File: src/rtl/prio_event_encoder.sv
// prio_event_encoder: pending-event register with fixed or round-robin priority encode
// and a valid/ready output stage.
module prio_event_encoder #(
   parameter int WIDTH   = 8,
   parameter int RR_MODE = 0,
   localparam int IDXW   = $clog2(WIDTH)
) (
   input  logic              clk,
   input  logic              rst_n,
   input  logic [WIDTH-1:0]  req_in,
   input  logic              flush,
   input  logic              out_ready,
   output logic              out_valid,
   output logic [IDXW-1:0]   out_idx,
   output logic [WIDTH-1:0]  pending,
   output logic [IDXW:0]     pend_cnt,
   output logic              merged
);

   logic [IDXW-1:0]  rr_ptr, start_n, sel, j;
   logic [WIDTH-1:0] served, pnext;
   logic             xfer, load, found;

   always_comb begin
      xfer    = out_valid & out_ready;
      served  = xfer ? WIDTH'(1) << out_idx : '0;
      pnext   = (pending & ~served) | req_in;
      load    = ~out_valid | xfer;
      // Search start: fixed mode always from the top; RR restarts just below the last grant.
      start_n = RR_MODE == 0 ? IDXW'(WIDTH - 1) :
                !xfer ? rr_ptr :
                out_idx == '0 ? IDXW'(WIDTH - 1) : out_idx - IDXW'(1);
   end

   always_comb begin
      sel   = '0;
      found = 1'b0;
      j     = '0;
      for (int i = 0; i < WIDTH; i++) begin
         j = IDXW'((int'(start_n) + WIDTH - i) % WIDTH);
         if (!found && pnext[j]) begin
            found = 1'b1;
            sel   = j;
         end
      end
   end

   always_comb begin
      pend_cnt = '0;
      for (int i = 0; i < WIDTH; i++) pend_cnt = pend_cnt + (IDXW+1)'(pending[i]);
   end

   always_ff @(posedge clk or negedge rst_n) begin
      if (!rst_n) begin
         pending   <= '0;
         out_valid <= 1'b0;
         out_idx   <= '0;
         merged    <= 1'b0;
         rr_ptr    <= IDXW'(WIDTH - 1);
      end else if (flush) begin
         pending   <= '0;
         out_valid <= 1'b0;
         out_idx   <= '0;
         merged    <= 1'b0;
      end else begin
         pending <= pnext;
         merged  <= |(req_in & pending & ~served);
         rr_ptr  <= start_n;
         if (load) begin
            out_valid <= |pnext;
            out_idx   <= sel;
         end
      end
   end

endmodule

File: config.mk
export PLATFORM = sky130hd
export DESIGN_NAME = prio_event_encoder
export DESIGN_NICKNAME = d
export VERILOG_FILES = /design/src/rtl/prio_event_encoder.sv
export SDC_FILE = /design/constraint.sdc
export NUM_CORES = 1
export LEC_CHECK = 0
export ABC_AREA = 0
export BUFFER_PORTS_ARGS = -buffer_cell sky130_fd_sc_hd__buf_2
export CORE_MARGIN = 10
export CORE_UTILIZATION = 44
export DETAILED_ROUTE_END_ITERATION = 10
export PLACE_DENSITY = 0.75
export REMOVE_ABC_BUFFERS = 1
export SLEW_MARGIN = 20
export SYNTH_ARGS = -nofsm -noshare
export SYNTH_HDL_FRONTEND = slang
export SYNTH_SLANG_ARGS = --single-unit
File: constraint.sdc
create_clock -name clk -period 2.86 [get_ports clk]
set_clock_uncertainty 0.1 [all_clocks]
set_input_delay 0.143 -clock clk [delete_from_list [all_inputs] [get_ports clk]]
set_output_delay 0.143 -clock clk [all_outputs]
set_load 0.02 [all_outputs]
==> results.sh, run 1 <==
export IMPL_timing_final_crit_share_pct=102
export IMPL_drive_above_1_share_pct=34.9
export IMPL_p_sw_mw=0.243
export IMPL_dpl_cell_count=167
export IMPL_min_period_ps=2910
export IMPL_insertion_delay_ps=280
export IMPL_final_net_count=172
export IMPL_clockBufferDepth=2
export IMPL_dp_hpwl_mm=2.24
export IMPL_r2r_cells=5
export IMPL_tightest_slew_ps=460
export IMPL_crit_path_start_kind="flip-flop"
export IMPL_viasPerCell=5.76
export IMPL_drcViolationCount=0
export IMPL_fmax_mhz=343
export IMPL_dpl_cell_area_um2=1160
export IMPL_holdWs_ps=6.03
export IMPL_async_flop_share_pct=100
export IMPL_overflow=0
export IMPL_end_kind="output port"
export IMPL_path_max_fanout=6
export IMPL_crit_type="reg -> out"
export IMPL_finalNonFillerCells=180
export IMPL_die_h_um=67.7
export IMPL_path_clk_slew_ps=80
export IMPL_core_um2=2190
export IMPL_route_final_wire_length_mm=2.96
export IMPL_hold_class="in -> reg"
export IMPL_dr_first_iter_drc_count=33
export IMPL_drv_slew=0
export IMPL_synth_main_ff_cell="dfrtp_1"
export IMPL_setup_tns_ps=-88.6
export IMPL_cts_buffers=3
export IMPL_syn_mean_instance_area_um2=8.71
export IMPL_critical_path_arrival_ps=2670
export IMPL_slew_headroom_pct=69.3
export IMPL_grt_pass1_wl_mm=4.75
export IMPL_ios=29
export IMPL_initial_core_util_pct=45.7
export IMPL_cts_tree="built"
export IMPL_synth_cell_types=43
export IMPL_worstHoldStart="req_in[0]"
export IMPL_synth_edf_count=0
export IMPL_synth_seq_cells=13
export IMPL_antenna_found_initial=0
export IMPL_wl_per_cell_um=16.4
export IMPL_n_antenna_cell=0
export IMPL_synth_top_area_share_pct=32.5
export IMPL_row_count=17
export IMPL_yosys_warnings=0
export IMPL_switching_share_pct=39.3
export IMPL_place_congestion=0.891
export IMPL_yosys_area_top_type="dfrtp_1"
export IMPL_final_hold_viol_count=0
export IMPL_rsz0062_at_grt="true"
export IMPL_finalSetupViolCount=2
export IMPL_portBuffers=28
export IMPL_reg2reg_from="out_idx[0]"
export IMPL_synth_cells=115
export IMPL_finalPower_mw=0.619
export IMPL_timing_final_ws_setup_ps=-52.3
export IMPL_combPwrFrac_pct=46.3
export IMPL_postRouteAntennaNets=0
export IMPL_seq_power_share_pct=34.8
export IMPL_track_usage_pct=13.4
export IMPL_dr_pass1_iters=4
export IMPL_clockRootBuffer="clkbuf_4"
export IMPL_vdd_drop_max_mv=0.293
export IMPL_crit_required_ps=2620
export IMPL_hold_depth=3
export IMPL_startpoint="pending[6]"
export IMPL_max_cap_viol_count=0
export IMPL_cts_htree_levels=1
export IMPL_status="finished with violations"
export IMPL_grt_pass1_vias=1052
export IMPL_synth_area_leaders="dfrtp_1 (32%), fa_1 (8.0%), inv_1 (5.2%)"
export IMPL_grt_max_degree=14
export IMPL_intPower_mw=0.376
export IMPL_powerDensity_nw_per_um2=484
export IMPL_netlist_area_um2=1000
export IMPL_cts_sinks=13
export IMPL_power_share_clock_pct=18.9
export IMPL_fp_dieW_um=67.7
export IMPL_ys_seq_area_share_pct=32.5
export IMPL_areaGrowthSynthToFinish_pct=27.7
export IMPL_final_cell_area_um2=1280
export IMPL_num_vias=1036
export IMPL_fp_dieArea_um2=4590
export IMPL_p_leak_nw=0.611
export IMPL_violations="negative setup slack"
synthesized netlist by cell type (all sizes together), types with 2 or more instances:
cell type / n
a31oi: 7
fa: 4
clkbuf: 2
nor2: 13
nand2: 10
or3: 2
o22ai: 2
nand4: 2
inv: 14
nor2b: 2
buf: 3
a21boi: 2
a21oi: 6
nand3: 5
ha: 3
dfrtp: 13
a311oi: 3
o21ai: 2
registers in the layout, summed over array words and instances (netlist names):
signal and flops:
out_idx 3, merged 1, pending 8, out_valid 1
placed cells by master (no fill, tap or decap), drive strengths merged, types with 2 or more instances in the layout:
cell,netlist,layout
dfrtp,13,13
o22ai,2,2
nand4,2,2
a31oi,7,7
inv,14,14
o21ai,2,2
a21oi,6,6
nor2b,2,2
ha,3,3
buf,3,37
nand2,10,10
nand3,5,5
fa,4,4
a21boi,2,2
a311oi,3,3
or3,2,2
nor2,13,13
clkbuf,2,4
layer usage:
layer  wire length (µm)  track usage [%]
met2               1520             23.2
met1               1110             15.0
met3                216             3.14
met4                104             6.41
met5                  0                0
path summary, 6_finish.rpt:
path | to | slack, ps
min in group asynchronous | pending[3] | 190
worst max-delay path | pend_cnt[1] | -50
worst max register to register | out_idx[0] | 550
worst min register to register | pending[2] | 490
max in group asynchronous | pending[6] | 2220
worst min-delay path | pending[0] | 6
timing repair:
| item | 4_1_cts | 5_1_grt |
|---|---|---|
| hold buffers | 1 | 0 |
| setup buffers | 4 | 4 |
| hold endpoints to repair | 13 | 0 |
| setup endpoints to repair | 2 | 2 |
| gates cloned | 0 | 0 |
| pin swaps | 0 | 3 |
| resized for setup | 9 | 3 |
critical path, cell delays in order (launching register included):
cell	delay, ps
dfrtp_2	460
fa_1	490
inv_1	50
fa_1	420
inv_1	70
ha_2	180
inv_2	40
fa_2	520
inv_2	40
buf_6	120
power by group through the flow:
stage	clock network, mW	logic (mW)	registers (mW)
after floorplan	0	0.135	0.237
after global placement	0	0.224	0.220
after detailed placement	0	0.235	0.220
after CTS	0.118	0.270	0.215
after global routing	0.128	0.319	0.218
final	0.117	0.287	0.216
cells by family after synthesis:
family / share of synthesized area (%)
adder cells (fa/ha/maj): 11.7
XOR/XNOR: 0.874
multiplexers: 1.12
buffers and inverters: 8.12
AO/OA/AOI/OAI: 23.6
flip-flops: 32.5
AND/OR/NAND/NOR: 22.1
area by class of cell:
| class | instances | area (µm²) |
|---|---|---|
| Timing Repair Buffer | 38 | 226 |
| Inverter | 14 | 52.6 |
| Clock buffer | 4 | 26.3 |
| Sequential cell | 13 | 328 |
| Tap cell | 28 | 35.0 |
| Fill cell | 208 | 911 |
| Multi-Input combinational cell | 83 | 612 |
through the flow:
| stage | utilization, % | setup slack (ps) |
|---|---|---|
| 2_1_floorplan | - | 106 |
| 3_5_place_dp | 52.8 | 160 |
| 4_1_cts | 56.5 | -72.2 |
| 6_report | 58.4 | -52.3 |
| 3_3_place_gp | 52.8 | 261 |
| 5_1_grt | 58.4 | -138 |
Power figures use the tool's default switching activity.
==> run 2: changes to the inputs <==
==> constraint.sdc (replaced) <==
create_clock -name clk -period 3.2 [get_ports clk]
set_clock_uncertainty 0.1 [all_clocks]
set_input_delay 0.16 -clock clk [delete_from_list [all_inputs] [get_ports clk]]
set_output_delay 0.16 -clock clk [all_outputs]
set_load 0.02 [all_outputs]
==> results.sh, run 2 (synthesis results as in run 1) <==
export IMPL_row_count=17
export IMPL_route_final_wire_length_mm=2.91
export IMPL_postRouteAntennaNets=0
export IMPL_grt_pass1_wl_mm=4.52
export IMPL_num_vias=1020
export IMPL_cts_tree="built"
export IMPL_final_common_cell="buf_2"
export IMPL_timing_final_crit_share_pct=94.9
export IMPL_grt_pass1_vias=1029
export IMPL_viasPerCell=5.96
export IMPL_finalNonFillerCells=171
export IMPL_status="completed"
export IMPL_cts_sinks=13
export IMPL_rsz0062_at_grt="false"
export IMPL_crit_chain="fa_1, inv_1, fa_1, inv_1, ha_1, inv_1, fa_1, xnor2_1, buf_2"
export IMPL_fillers=197
export IMPL_drv_slew=0
export IMPL_dr_first_iter_drc_count=42
export IMPL_final_cell_mix="buf_2 (28), inv_1 (14), nor2_1 (13), dfrtp_1 (13), nand2_1 (10)"
export IMPL_overflow=0
export IMPL_final_net_count=163
export IMPL_clockRootBuffer="clkbuf_4"
export IMPL_critical_path_arrival_ps=2780
export IMPL_ios=29
export IMPL_track_usage_pct=12.9
export IMPL_portBuffers=28
export IMPL_place_ws_ps=448
export IMPL_wl_per_cell_um=17.0
export IMPL_crit_path_start_kind="flip-flop"
export IMPL_powerDensity_nw_per_um2=427
export IMPL_cp_top_family="adder cells"
export IMPL_drcViolationCount=0
export IMPL_fin_util_pct=54.1
export IMPL_fp_dieArea_um2=4590
export IMPL_final_hold_viol_count=0
export IMPL_post_cts_buffers=0
export IMPL_die_h_um=67.7
export IMPL_finalSetupViolCount=0
export IMPL_dpl_cell_count=166
export IMPL_path_clk_slew_ps=80
export IMPL_cts_htree_levels=1
export IMPL_end_kind="output port"
export IMPL_worstHoldStart="req_in[0]"
export IMPL_timing_final_ws_setup_ps=164
export IMPL_tightest_slew_ps=485
export IMPL_slew_headroom_pct=67.7
export IMPL_dr_pass1_iters=4
export IMPL_cpMaxStageDelayCell="fa_1"
export IMPL_clockBufferDepth=2
export IMPL_crit_required_ps=2940
export IMPL_areaGrowthSynthToFinish_pct=18.2
export IMPL_core_um2=2190
export IMPL_fmax_mhz=329
export IMPL_vdd_drop_max_mv=0.284
export IMPL_regArea_um2=325
export IMPL_antenna_found_initial=0
export IMPL_initial_core_util_pct=45.7
export IMPL_drive_above_1_share_pct=24.5
export IMPL_startpoint="pending[4]"
export IMPL_insertion_delay_ps=280
export IMPL_holdBufCountCts=1
export IMPL_holdWs_ps=26.0
export IMPL_cts_buffers=3
export IMPL_multi_input_area_um2=596
export IMPL_largest_register_ffs=8
export IMPL_crit_type="reg -> out"
export IMPL_top_register="pending"
export IMPL_cp_buffers_inverters=4
export IMPL_min_period_ps=3040
export IMPL_setup_tns_ps=0
export IMPL_n_antenna_cell=0
export IMPL_place_congestion=0.868
export IMPL_p_leak_nw=0.562
export IMPL_cts_repair_resized=0
export IMPL_fp_dieW_um=67.7
export IMPL_reg_top3="pending x8, out_idx x3"
export IMPL_dp_hpwl_mm=2.25
export IMPL_path_max_fanout=6
export IMPL_hold_class="in -> reg"
export IMPL_reg2reg_from="out_idx[0]"
export IMPL_grt_max_degree=14
export IMPL_max_stage_delay_ps=520
export IMPL_max_cap_viol_count=0
[run 2: cell count changes in the layout (fill, tap and decap cells not counted), sizes merged]
cell,change
buf,-9
[run 2: layout make-up]
cell class,instances,share of cell area (%)
clock buffer,4,2.22
inverter,14,4.44
multi-input combinational,83,50.3
sequential,13,27.5
tap,28,2.96
timing repair buffer,29,12.7
[run 2: tightest hold or removal path, stage by stage]
cell     delay (ps)
buf_2            90
a21oi_1          50
nor2_1           80
[run 2: layer usage]
metal / share of wire, % / GRT usage, % / vias up
li1: - / - / 466
met1: 40 / 14.5 / 490
met2: 49 / 21.7 / 53
met3: 8.0 / 3.31 / 11
met4: 3.0 / 6.92 / 0
met5: 0 / 0 / -
[run 2: power by group]
part	total [mW]	switching [mW]	internal (mW)
Clock	0.105	0.0569	0.0484
Sequential	0.198	0.0221	0.176
Combinational	0.203	0.127	0.0763
[run 2: final timing paths]
kind | to | slack (ps) | cells after the start
worst min register to register | pending[2] | 480 | 2
max in group asynchronous | pending[7] | 2540 | 2
worst min-delay path | pending[0] | 30 | 3
worst max register to register | out_idx[0] | 880 | 5
min in group asynchronous | pending[2] | 230 | 2
worst max-delay path | pend_cnt[2] | 160 | 9
[run 2: through the flow]
step | total power, mW | instance area, µm²
detailed placement | 0.407 | 1150
CTS | 0.509 | 1180
global route | 0.539 | 1180
global placement | 0.395 | 1150
finish | 0.506 | 1180
floorplan | 0.332 | 973
